$ cat src/rtl/ldr_pkg.sv
`default_nettype none
//============================================================================
// Module   : ldr_pkg
// Desc     : Shared types and constants for the light-sensor sample
//            controller (FSM state encoding, ADC width, default timing).
// Revision : 1.0 - initial release
//============================================================================
package ldr_pkg;

    localparam int ADC_W               = 10;
    localparam int DEFAULT_SAMPLE_DIV  = 100000;
    localparam int DEFAULT_TIMEOUT_CYC = 1024;

    typedef enum logic [1:0] {
        IDLE   = 2'd0,
        REQ    = 2'd1,
        DECIDE = 2'd2
    } state_t;

endpackage
`default_nettype wire

$ cat src/rtl/ldr_tick_gen.sv
`default_nettype none
//============================================================================
// Module   : ldr_tick_gen
// Desc     : Divider counting 0..DIV-1 while enabled; emits a one-cycle
//            tick on the terminal count. Synchronous clear holds it at 0.
// Revision : 1.0 - initial release
//============================================================================
module ldr_tick_gen #(
    parameter int DIV = 2
) (
    input  logic clk,
    input  logic reset,
    input  logic en,
    input  logic clr,
    output logic tick
);

    localparam int            CW     = (DIV > 1) ? $clog2(DIV) : 1;
    localparam logic [CW-1:0] c_last = CW'(DIV - 1);

    logic [CW-1:0] r_cnt;

    // Free-running divider, wraps at the terminal count, parked at 0 on clear
    always_ff @(posedge clk) begin
        if (reset || clr) begin
            r_cnt <= '0;
        end else if (en) begin
            r_cnt <= (r_cnt == c_last) ? '0 : r_cnt + 1'b1;
        end
    end

    assign tick = en && !clr && (r_cnt == c_last);

endmodule
`default_nettype wire

$ cat src/rtl/ldr_sample_ctrl.sv
`default_nettype none
//============================================================================
// Module   : ldr_sample_ctrl
// Desc     : Periodic ADC sampling over req/ack, averaging of 2^AVG_LOG2
//            samples and hysteresis-driven dark indicator LED.
// Config   : define LDR_BLINK_EN to blink the LED (BLINK_DIV half-period)
//            while dark instead of holding it steady.
// Revision : 1.0 - initial release
//============================================================================
module ldr_sample_ctrl
    import ldr_pkg::*;
#(
    parameter int SAMPLE_DIV  = DEFAULT_SAMPLE_DIV,
    parameter int AVG_LOG2    = 2,
    parameter int TIMEOUT_CYC = DEFAULT_TIMEOUT_CYC,
    parameter int BLINK_DIV   = 25000000
) (
    input  logic             clk,
    input  logic             reset,
    input  logic             enable,
    output logic             adc_req,
    input  logic             adc_ack,
    input  logic [ADC_W-1:0] adc_data,
    input  logic [ADC_W-1:0] thresh_on,
    input  logic [ADC_W-1:0] thresh_off,
    output logic             led,
    output logic [ADC_W-1:0] avg_value,
    output logic             avg_valid,
    output logic             timeout_err
);

    localparam int            ACC_W      = ADC_W + AVG_LOG2;
    localparam int            CNT_W      = AVG_LOG2 + 1;
    localparam int            TO_W       = $clog2(TIMEOUT_CYC) + 1;
    localparam logic [CNT_W-1:0] c_last_cnt = CNT_W'((1 << AVG_LOG2) - 1);
    localparam logic [TO_W-1:0]  c_to_last  = TO_W'(TIMEOUT_CYC - 1);

    // Reject configurations the counters are not sized for
    if (SAMPLE_DIV < 2 || BLINK_DIV < 2 || AVG_LOG2 < 0 || AVG_LOG2 > 6 ||
        TIMEOUT_CYC < 1) begin : g_cfg_check
        $error("ldr_sample_ctrl: unsupported parameter combination");
    end

    state_t             r_state;
    state_t             w_state_next;
    logic               w_tick;
    logic               w_acc_add;
    logic               w_acc_clr;
    logic               w_to_clr;
    logic               w_to_set;
    logic               w_decide;
    logic [ACC_W-1:0]   r_acc;
    logic [CNT_W-1:0]   r_cnt;
    logic [TO_W-1:0]    r_to_cnt;
    logic               r_upd;
    logic [ADC_W-1:0]   r_avg_pend;
    logic               r_dark;

    ldr_tick_gen #(.DIV(SAMPLE_DIV)) u_sample_tick (
        .clk   (clk),
        .reset (reset),
        .en    (enable),
        .clr   (!enable),
        .tick  (w_tick)
    );

    // State register
    always_ff @(posedge clk) begin
        if (reset) r_state <= IDLE;
        else       r_state <= w_state_next;
    end

    // Next-state and datapath control; a low enable aborts everything
    always_comb begin
        w_state_next = r_state;
        w_acc_add    = 1'b0;
        w_acc_clr    = 1'b0;
        w_to_clr     = 1'b1;
        w_to_set     = 1'b0;
        w_decide     = 1'b0;
        if (!enable) begin
            w_state_next = IDLE;
            w_acc_clr    = 1'b1;
        end else begin
            case (r_state)
                IDLE: begin
                    if (w_tick) w_state_next = REQ;
                end
                REQ: begin
                    if (adc_ack) begin
                        w_acc_add    = 1'b1;
                        w_state_next = (r_cnt == c_last_cnt) ? DECIDE : IDLE;
                    end else if (r_to_cnt == c_to_last) begin
                        w_to_set     = 1'b1;
                        w_state_next = IDLE;
                    end else begin
                        w_to_clr     = 1'b0;
                    end
                end
                DECIDE: begin
                    w_decide     = 1'b1;
                    w_acc_clr    = 1'b1;
                    w_state_next = IDLE;
                end
                default: w_state_next = IDLE;
            endcase
        end
    end

    assign adc_req = (r_state == REQ);

    // Sample accumulator and count of samples in the current set
    always_ff @(posedge clk) begin
        if (reset || w_acc_clr) begin
            r_acc <= '0;
            r_cnt <= '0;
        end else if (w_acc_add) begin
            r_acc <= r_acc + ACC_W'(adc_data);
            if (r_cnt != c_last_cnt) r_cnt <= r_cnt + 1'b1;
        end
    end

    // Ack-wait counter and sticky timeout flag
    always_ff @(posedge clk) begin
        if (reset) begin
            r_to_cnt    <= '0;
            timeout_err <= 1'b0;
        end else begin
            r_to_cnt <= w_to_clr ? '0 : r_to_cnt + 1'b1;
            if (w_to_set) timeout_err <= 1'b1;
        end
    end

    // Capture the truncated mean in the DECIDE cycle
    always_ff @(posedge clk) begin
        if (reset) begin
            r_upd      <= 1'b0;
            r_avg_pend <= '0;
        end else begin
            r_upd      <= w_decide;
            r_avg_pend <= r_acc[AVG_LOG2 +: ADC_W];
        end
    end

    // Publish the average and apply hysteresis (dark takes priority)
    always_ff @(posedge clk) begin
        if (reset) begin
            avg_value <= '0;
            avg_valid <= 1'b0;
            r_dark    <= 1'b0;
        end else begin
            avg_valid <= 1'b0;
            if (r_upd && enable) begin
                avg_value <= r_avg_pend;
                avg_valid <= 1'b1;
                if (r_avg_pend <= thresh_on)       r_dark <= 1'b1;
                else if (r_avg_pend >= thresh_off) r_dark <= 1'b0;
            end
        end
    end

`ifdef LDR_BLINK_EN
    logic w_blink_tick;
    logic r_blink;

    ldr_tick_gen #(.DIV(BLINK_DIV)) u_blink_tick (
        .clk   (clk),
        .reset (reset),
        .en    (r_dark),
        .clr   (!r_dark),
        .tick  (w_blink_tick)
    );

    // Blink phase starts lit on entering dark and toggles each half-period
    always_ff @(posedge clk) begin
        if (reset || !r_dark) r_blink <= 1'b1;
        else if (w_blink_tick) r_blink <= ~r_blink;
    end

    assign led = r_dark & r_blink;
`else
    assign led = r_dark;
`endif

endmodule
`default_nettype wire
$ cat config.mk
export PLATFORM = sky130hd
export DESIGN_NAME = ldr_sample_ctrl
export DESIGN_NICKNAME = d
export VERILOG_FILES = /design/src/rtl/ldr_pkg.sv /design/src/rtl/ldr_tick_gen.sv /design/src/rtl/ldr_sample_ctrl.sv
export SDC_FILE = /design/constraint.sdc
export NUM_CORES = 1
export LEC_CHECK = 0
export CAP_MARGIN = 15
export CORE_ASPECT_RATIO = 1.1
export CORE_MARGIN = 4
export CORE_UTILIZATION = 40
export CTS_CLUSTER_DIAMETER = 120
export CTS_CLUSTER_SIZE = 16
export DETAILED_ROUTE_END_ITERATION = 12
export PLACE_DENSITY = 0.64
export SETUP_SLACK_MARGIN = 0.02
export SYNTH_ARGS = -nofsm -noshare
export SYNTH_HDL_FRONTEND = slang
export SYNTH_SLANG_ARGS = --single-unit
$ cat constraint.sdc
create_clock -name clk -period 4.4 [get_ports clk]
set_input_delay 0.88 -clock clk [delete_from_list [all_inputs] [get_ports clk]]
set_output_delay 0.88 -clock clk [all_outputs]
set_load 0.01 [all_outputs]
==> flow_metrics.tcl <==
set metrics [dict create \
    design.core.area_um2 8539 \
    cap_violations 0 \
    pin_count 48 \
    drt-wirelength-per-cell_um 12.35 \
    switching_share_pct 23.42 \
    skew_ns 0.01069 \
    antenna_found_initial 0 \
    grtUsageTotal_pct 13.79 \
    syn_avg_cell_area_um2 8.836 \
    drc_errors 0 \
    p_switching_mw 0.2855 \
    crit_type "in -> reg" \
    dr.pass1.iters 4 \
    setup_viol 0 \
    ant_nets 0 \
    clock_latency_ns 0.34 \
    layout_worst_path_cycle_share_pct 59.48 \
    maxSlewViolCount 0 \
    powerDensity_nw_per_um2 282.0 \
    grt_pass1_wl_um 11920 \
    synth_nets 471 \
    end_kind "flip-flop" \
    start_kind "input port" \
    die_w_um 97.85 \
    gp_congestion 0.8485 \
    syn_to_final_growth_pct 21.73 \
    cts_inserted_buffers 9 \
    layout.nets 521 \
    num_vias 2854 \
    leakage_nw 1.769 \
    dieArea_um2 10450 \
    max_freq_mhz 382.1 \
    clk_pin_slew_ns 0.08 \
    peakVddDrop_mv 0.1423 \
    placedInstanceArea_um2 4126 \
    cts_hold_buffers 0 \
    yosysWarnings 0 \
    max_slew_margin_pct 62.68 \
    final_common_cell "dfxtp_1" \
    synth.distinct_cells 55 \
    outcome "completed" \
    cts.repair.resized 0 \
    async_flop_share_pct 0 \
    syn_area_um2 3552 \
    cts.sinks 69 \
    layout_common_cells "dfxtp_1, nand2_1, clkdlybuf4s50_1" \
    htreeDepth 3 \
    io_buffer_count 47 \
    crit_path_max_fanout 13 \
    synth_seq_area_share_pct 38.89 \
    drt_iter0_drc 89 \
    worstPathRequired_ns 4.66 \
    dp.cells 552 \
    grt_max_degree 27 \
    netlist_instances 402 \
    ys_seq_elements 69 \
    worst_pin_slew_ns 0.5569 \
    final.setup.tns_ns 0 \
    start_util_pct 41.60 \
    routed_via_density 5.025 \
    cts_root_buf "clkbuf_8" \
    rsz0062_at_grt "false" \
    cts_tree "built" \
    final_area_um2 4324 \
    pwr-share-clk_pct 41.9 \
    min_path_type "reg -> reg" \
    pwr-share-comb_pct 6.7 \
    n_antenna_cell 0 \
    dp_hpwl_um 5272 \
    period_minus_slack_ns 2.617 \
    post_cts_buffers 0 \
    grt_pass1_vias 2709 \
    die_y_um 106.8 \
    hold_viol_final 0 \
    core.rowCount 35 \
    whs_ns 0.4557 \
    routed_wl_um 7012 \
    overflow 0 \
    drive_gt1_share_pct 7.877 \
    p_int_mw 0.9338 \
    stdcell_count 568 \
    ys.flop_type "dfxtp_1" \
    synth_enable_flop_cells 0 \
    worstPathArrival_ns 2.88 \
    p_seq_share_pct 51.5 \
    cts_max_path_buffers 2 \
]
[per-layer routing]
layer | GRT usage [%] | up-vias | wire length, um
met5 | 0 | - | 0
met4 | 5.638 | 0 | 108
met3 | 3.058 | 10 | 285
met2 | 22.67 | 49 | 3229
met1 | 17.49 | 1298 | 3388
li1 | - | 1497 | -
[per-stage QoR]
| stage | utilization [%] | total power [mW] | worst slack [ns] |
|---|---|---|---|
| detailed placement | 48.32 | 0.7233 | 1.425 |
| global placement | 48.32 | 0.7224 | 1.474 |
| floorplan | - | 0.6806 | 2.028 |
| CTS | 50.64 | 1.234 | 1.788 |
| finish | 50.64 | 1.219 | 1.783 |
| global route | 50.64 | 1.270 | 1.648 |
[Yosys cell counts (3+ instances only)]
cell	instances	area [um2]
inv_1	24	90.09
a211oi_2	3	37.54
nand2_1	49	183.9
o21ai_0	8	40.04
nor3_1	7	35.03
ha_1	34	425.4
nand2b_1	3	18.77
a211oi_1	4	30.03
a21o_1	6	45.04
clkbuf_1	6	22.52
nor2b_1	12	75.07
xor2_1	16	140.1
nand3_1	10	50.05
a21oi_1	28	140.1
o21ai_2	3	26.28
and2_1	3	18.77
xnor2_1	11	96.34
dfxtp_1	69	1381
nand4_1	10	62.56
nor2_1	43	161.4
and3_1	10	62.56
[sequential cells by signal (all words and copies together) (netlist names)]
name / count
timeout_err: 1
u_sample_tick.r_cnt: 17
r_avg_pend: 10
avg_valid: 1
avg_value: 10
r_state: 2
r_to_cnt: 11
led: 1
r_upd: 1
r_acc: 12
r_cnt: 3
[critical path, stage by stage]
cell	delay, ns
clkdlybuf4s50_1	0.75
nand4b_1	0.53
nor2_1	0.44
nor2_1	0.07
a211oi_1	0.19
[power by group through the flow]
stage          clock (mW)  sequential [mW]  combinational [mW]
2_1_floorplan           0            0.643              0.0380
3_3_place_gp            0            0.642              0.0801
3_5_place_dp            0            0.643              0.0808
4_1_cts             0.525            0.628              0.0815
5_1_grt             0.553            0.628              0.0895
6_report            0.510            0.628              0.0811
[final timing paths]
path,depth (start not counted),startpoint,to,slack (ns)
max,5,enable,r_cnt[2],1.78
min,2,avg_value[5],avg_value[5],0.46
max reg2reg,7,r_acc[0],r_acc[10],2.47
min reg2reg,2,avg_value[5],avg_value[5],0.46
[cells by family after synthesis]
group | synth area share [%]
and+or+nand+nor | 25.08
DFF | 38.89
AOI/OAI and AO/OA | 12.54
adders and majority gates | 12.54
buffers and inverters | 3.734
xor gates and xnor gates | 6.657
muxes | 0.5636
[final cells by class]
class	count	area, um2
clock inverter	7	73.82
tap	111	138.9
inverter	24	90.09
clock buffer	9	123.9
sequential	69	1381
multi-input combinational	300	2038
fill	823	4215
timing repair buffer	48	478.0
(Power assumes the default switching activity.)
==> RTL change 1: new RTL, same flow settings <==
The option `LDR_BLINK_EN` is turned on by a define.
--- a/src/rtl/ldr_sample_ctrl.sv
+++ b/src/rtl/ldr_sample_ctrl.sv
@@ -9,2 +9,4 @@
 //============================================================================
+`define LDR_BLINK_EN
+
 module ldr_sample_ctrl
Check against the original RTL: no difference found for any inputs over 10 cycles, from zero or initial values and one cycle with reset high; that may be too few to reach the edited logic, so the function may still have changed.
==> RTL change 1 against the original RTL <==
- wire length up 43%
- register-to-register slack worse by 0.35 ns
- total power up 39%
- critical path depth up 3
- clock skew down 0.0046 ns
- cell area up 29%
- synthesized area up 32%
- sequential cell count up 26
- setup slack worse by 0.32 ns
- sequential power up 39%
- fmax down 11%
- utilization down 2.2 points
- largest power group unchanged
==> RTL change 1: results (changes against the original RTL) <==
* Reg2Reg Capture Point: r_acc[8]$_SDFFE_PP0P_ (was r_acc[10]$_SDFFE_PP0P_)
* CP max FO at 3 (was 13)
* CP max-delay cell: fa_1 (was clkdlybuf4s50_1)
* Flop2flop setup slack at 2.12 ns (was 2.47 ns)
* Switch Pwr at 0.380 mW (was 0.286 mW)
* Wire per inst at 13.6 um (was 12.3 um)
* Placed insts at 722 (was 552)
* Unique masters post-synth at 54 (was 55)
* P_clk at 0.726 mW (was 0.510 mW)
* Global routing usage on met1 at 18.6% (was 17.5%)
* Outcome: complete, no violations (unchanged)
* Seq cells post-synth at 95 (was 69)
* Post-Synth Adder-Cell Area at 9.74% (was 12.5%)
* Fraction of area in multi-input gates at 46.9% (was 47.1%)
* WHS Endpoint: u_sample_tick.r_cnt[0]$_SDFFE_PP0P_ (was avg_value[5]$_SDFFE_PP0P_)
* Largest net degree at the start of global routing at 26 (was 27)
* Synth Net Count at 607 (was 471)
* Hold_sp: u_sample_tick.r_cnt[0]$_SDFFE_PP0P_ (was avg_value[5]$_SDFFE_PP0P_)
* Synth top cells by count: dfxtp_1 (95), nor2_1 (70), nand2_1 (59), ha_1 (35), inv_1 (30) (was dfxtp_1 (69), nand2_1 (49), nor2_1 (43), ha_1 (34), a21oi_1 (28))
* GR Util met2 at 27.7% (was 22.7%)
* 1st-iter DRT viols at 126 (was 89)
* Layout Skew at 0.00605 ns (was 0.0107 ns)
* Routed vias at 3,770 (was 2,854)
* Ranking of synthesized cells by area: dfxtp_1 (40%), ha_1 (9.3%), nor2_1 (5.6%), xnor2_1 (5.2%), nand2_1 (4.7%) (was dfxtp_1 (39%), ha_1 (12%), nand2_1 (5.2%), nor2_1 (4.5%), a21oi_1 (3.9%))
* Setup crit start: adc_data[0] (was enable)
* Met2 Wirelength at 4.96 mm (was 3.23 mm)
==> RTL change 1: cell types whose count changed in the layout (fill, tap and decap cells not counted), moves of 4 or more <==
cell       delta
nand2b_1      +6
inv_1         +6
xor2_1        +8
nand3_1      +14
nor3_1        +4
a21oi_1       -6
clkbuf_8      -8
dfxtp_1      +26
xnor2_1      +17
nor2_1       +27
clkbuf_16     +9
nor4_1        +6
nand2_1      +10
nand4_1       +4
==> RTL change 1: metrics by stage <==
| step | total power [mW] | area, um2 | worst slack (ns) | hold slack, ns |
|---|---|---|---|---|
| after floorplan | 0.941 | 4700 | 1.72 | 0.413 |
| after global placement | 0.984 | 5290 | 1.17 | 0.427 |
| after detailed placement | 0.987 | 5290 | 1.16 | 0.443 |
| after CTS | 1.71 | 5570 | 1.50 | 0.452 |
| after global routing | 1.76 | 5570 | 1.33 | 0.491 |
| final | 1.69 | 5570 | 1.46 | 0.455 |
==> RTL change 2: new RTL, same settings <==
Made on the original files. Encoding of `state_t`: now one-hot (3 bits for 3 states).
--- a/src/rtl/ldr_pkg.sv
+++ b/src/rtl/ldr_pkg.sv
@@ -13,6 +13,6 @@
 
-    typedef enum logic [1:0] {
-        IDLE   = 2'd0,
-        REQ    = 2'd1,
-        DECIDE = 2'd2
+    typedef enum logic [2:0] {
+        IDLE   = 3'b001,
+        REQ    = 3'b010,
+        DECIDE = 3'b100
     } state_t;
Check against the original RTL: same outputs for any inputs over 10 cycles, from zero or initial values and one cycle with reset high; not proved beyond that.
==> RTL change 2 against the original RTL <==
- setup slack got worse by 0.054 ns
- synthesized area increased by 1.5%
- clock skew increased by 0.0011 ns
- via count increased by 4.0%
- sequential cell count increased by 1
- total power increased by 2.2%
- cell area increased by 1.1%
- wire length increased by 12%
- critical path type unchanged
- largest cell class unchanged
- largest power group unchanged
==> RTL change 2: results (changes against the original RTL) <==
* Post-Route WL at 7.84 mm (was 7.01 mm)
* Pre-CTS WS at 1.39 ns (was 1.43 ns)
* Seq/Total Area, Yosys at 38.9% (about the same)
* Ranking of synthesized cells by area: dfxtp_1 (39%), ha_1 (12%), nand2_1 (5.8%), nor2_1 (4.9%), a21oi_1 (4.6%) (was dfxtp_1 (39%), ha_1 (12%), nand2_1 (5.2%), nor2_1 (4.5%), a21oi_1 (3.9%))
* Ys Warns at 0 (unchanged)
* Clock buf/inv share at 4.72% (was 4.57%)
* Non-clock buffer share at 10.9% (was 11.1%)
* Post-Synth Adder-Cell Area at 12.4% (was 12.5%)
* 1st-iter DRT viols at 94 (was 89)
* Leakage at 1.72 nW (was 1.77 nW)
* Vias in the first global route at 2,962 (was 2,709)
* Worst hold path class: reg2reg (unchanged)
* Via density at 5.01 (was 5.02)
* Clock buffer cells at 10 (was 9)
* Compound-Gate Fraction of Synth Area at 12.7% (was 12.5%)
* Final net count at 542 (was 521)
* Top Registers: u_sample_tick.r_cnt (17), r_acc (12), r_to_cnt (11) (unchanged)
* CP max-delay cell: o311ai_0 (was clkdlybuf4s50_1)
* Synth Area in XOR/XNOR at 6.80% (was 6.66%)
* Share of post-route cells with drive strength above 1 at 5.02% (was 7.88%)
* Multi-In Gates at 319 (was 300)
* Worst VDD drop at 0.141 mV (was 0.142 mV)
* Outcome: complete, no violations (unchanged)
* GRT Overall Usage at 15.7% (was 13.8%)
* Rel. slew slack at 51.4% (was 62.7%)
* GP Congestion at 0.841 (was 0.849)
* Critical Path AT at 2.94 ns (was 2.88 ns)
* Placed insts at 576 (was 552)
* Synth Area per Inst at 8.46 um2 (was 8.84 um2)
* Fraction of area in multi-input gates at 46.9% (was 47.1%)
* Final non-filler cell total at 592 (was 568)
* Mux share of post-synthesis cell area at 0.555% (was 0.564%)
* Biggest cell delay along the critical path at 0.55 ns (was 0.75 ns)
* CTS Sinks at 70 (was 69)
* Hpwl dp at 5.97 mm (was 5.27 mm)
* Layout Skew at 0.0118 ns (was 0.0107 ns)
* Synth Net Count at 495 (was 471)
* Largest net degree at the start of global routing at 26 (was 27)
* Synth top cells by count: dfxtp_1 (70), nand2_1 (56), nor2_1 (47), ha_1 (34), a21oi_1 (33) (was dfxtp_1 (69), nand2_1 (49), nor2_1 (43), ha_1 (34), a21oi_1 (28))
* Unique masters post-synth at 44 (was 55)
* CP max FO at 5 (was 13)
* # Taps at 114 (was 111)
## RTL change 2: cell count changes in the layout (fill, tap and decap cells not counted), sizes merged, moves of 3 or more
| cell | delta |
|---|---|
| a21o | -3 |
| nor2b | +4 |
| xnor2 | +3 |
| nand2 | +5 |
| and3 | -3 |
| o21ai | +4 |
| a21oi | +5 |
| nor2 | +6 |
| nor4 | +3 |
## RTL change 2: worst max-delay path: cells and delay by family
kind | cells | cell delay [ns]
AND/OR/NAND/NOR | 1 | 0.09
adder cells (fa/ha/maj) | 1 | 0.38
multiplexers | 1 | 0.19
AO/OA/AOI/OAI | 3 | 0.94
buffers and inverters | 1 | 0.44
## RTL change 2: routing by layer
layer  up-vias  track usage [%]  part of all wire (%)  routed length, um
met5         -                0                     0                  0
met2        78             24.1                    43               3360
met1      1328             21.3                    50               3940
met3         8             4.28                   5.5                430
li1       1554                -                     -                  -
met4         0             5.17                   1.4                113
## RTL change 2: through the flow
stage               hold slack [ns]  power [mW]
floorplan                     0.430       0.687
global placement              0.444       0.731
detailed placement            0.446       0.732
CTS                           0.456        1.26
global route                  0.488        1.31
finish                        0.456        1.25
## RTL change 2: final timing paths
| kind | from | to | cells past startpoint | slack (ns) |
|---|---|---|---|---|
| hold reg to reg | avg_value[8]$_SDFFE_PP0P_ | avg_value[8]$_SDFFE_PP0P_ | 2 | 0.46 |
| hold / removal | avg_value[8]$_SDFFE_PP0P_ | avg_value[8]$_SDFFE_PP0P_ | 2 | 0.46 |
| setup reg to reg | r_state[1]$_SDFFE_PP0P_ | r_acc[10]$_SDFFE_PP0P_ | 5 | 2.37 |
| setup / recovery | adc_data[4] | r_acc[11]$_SDFFE_PP0P_ | 7 | 1.73 |
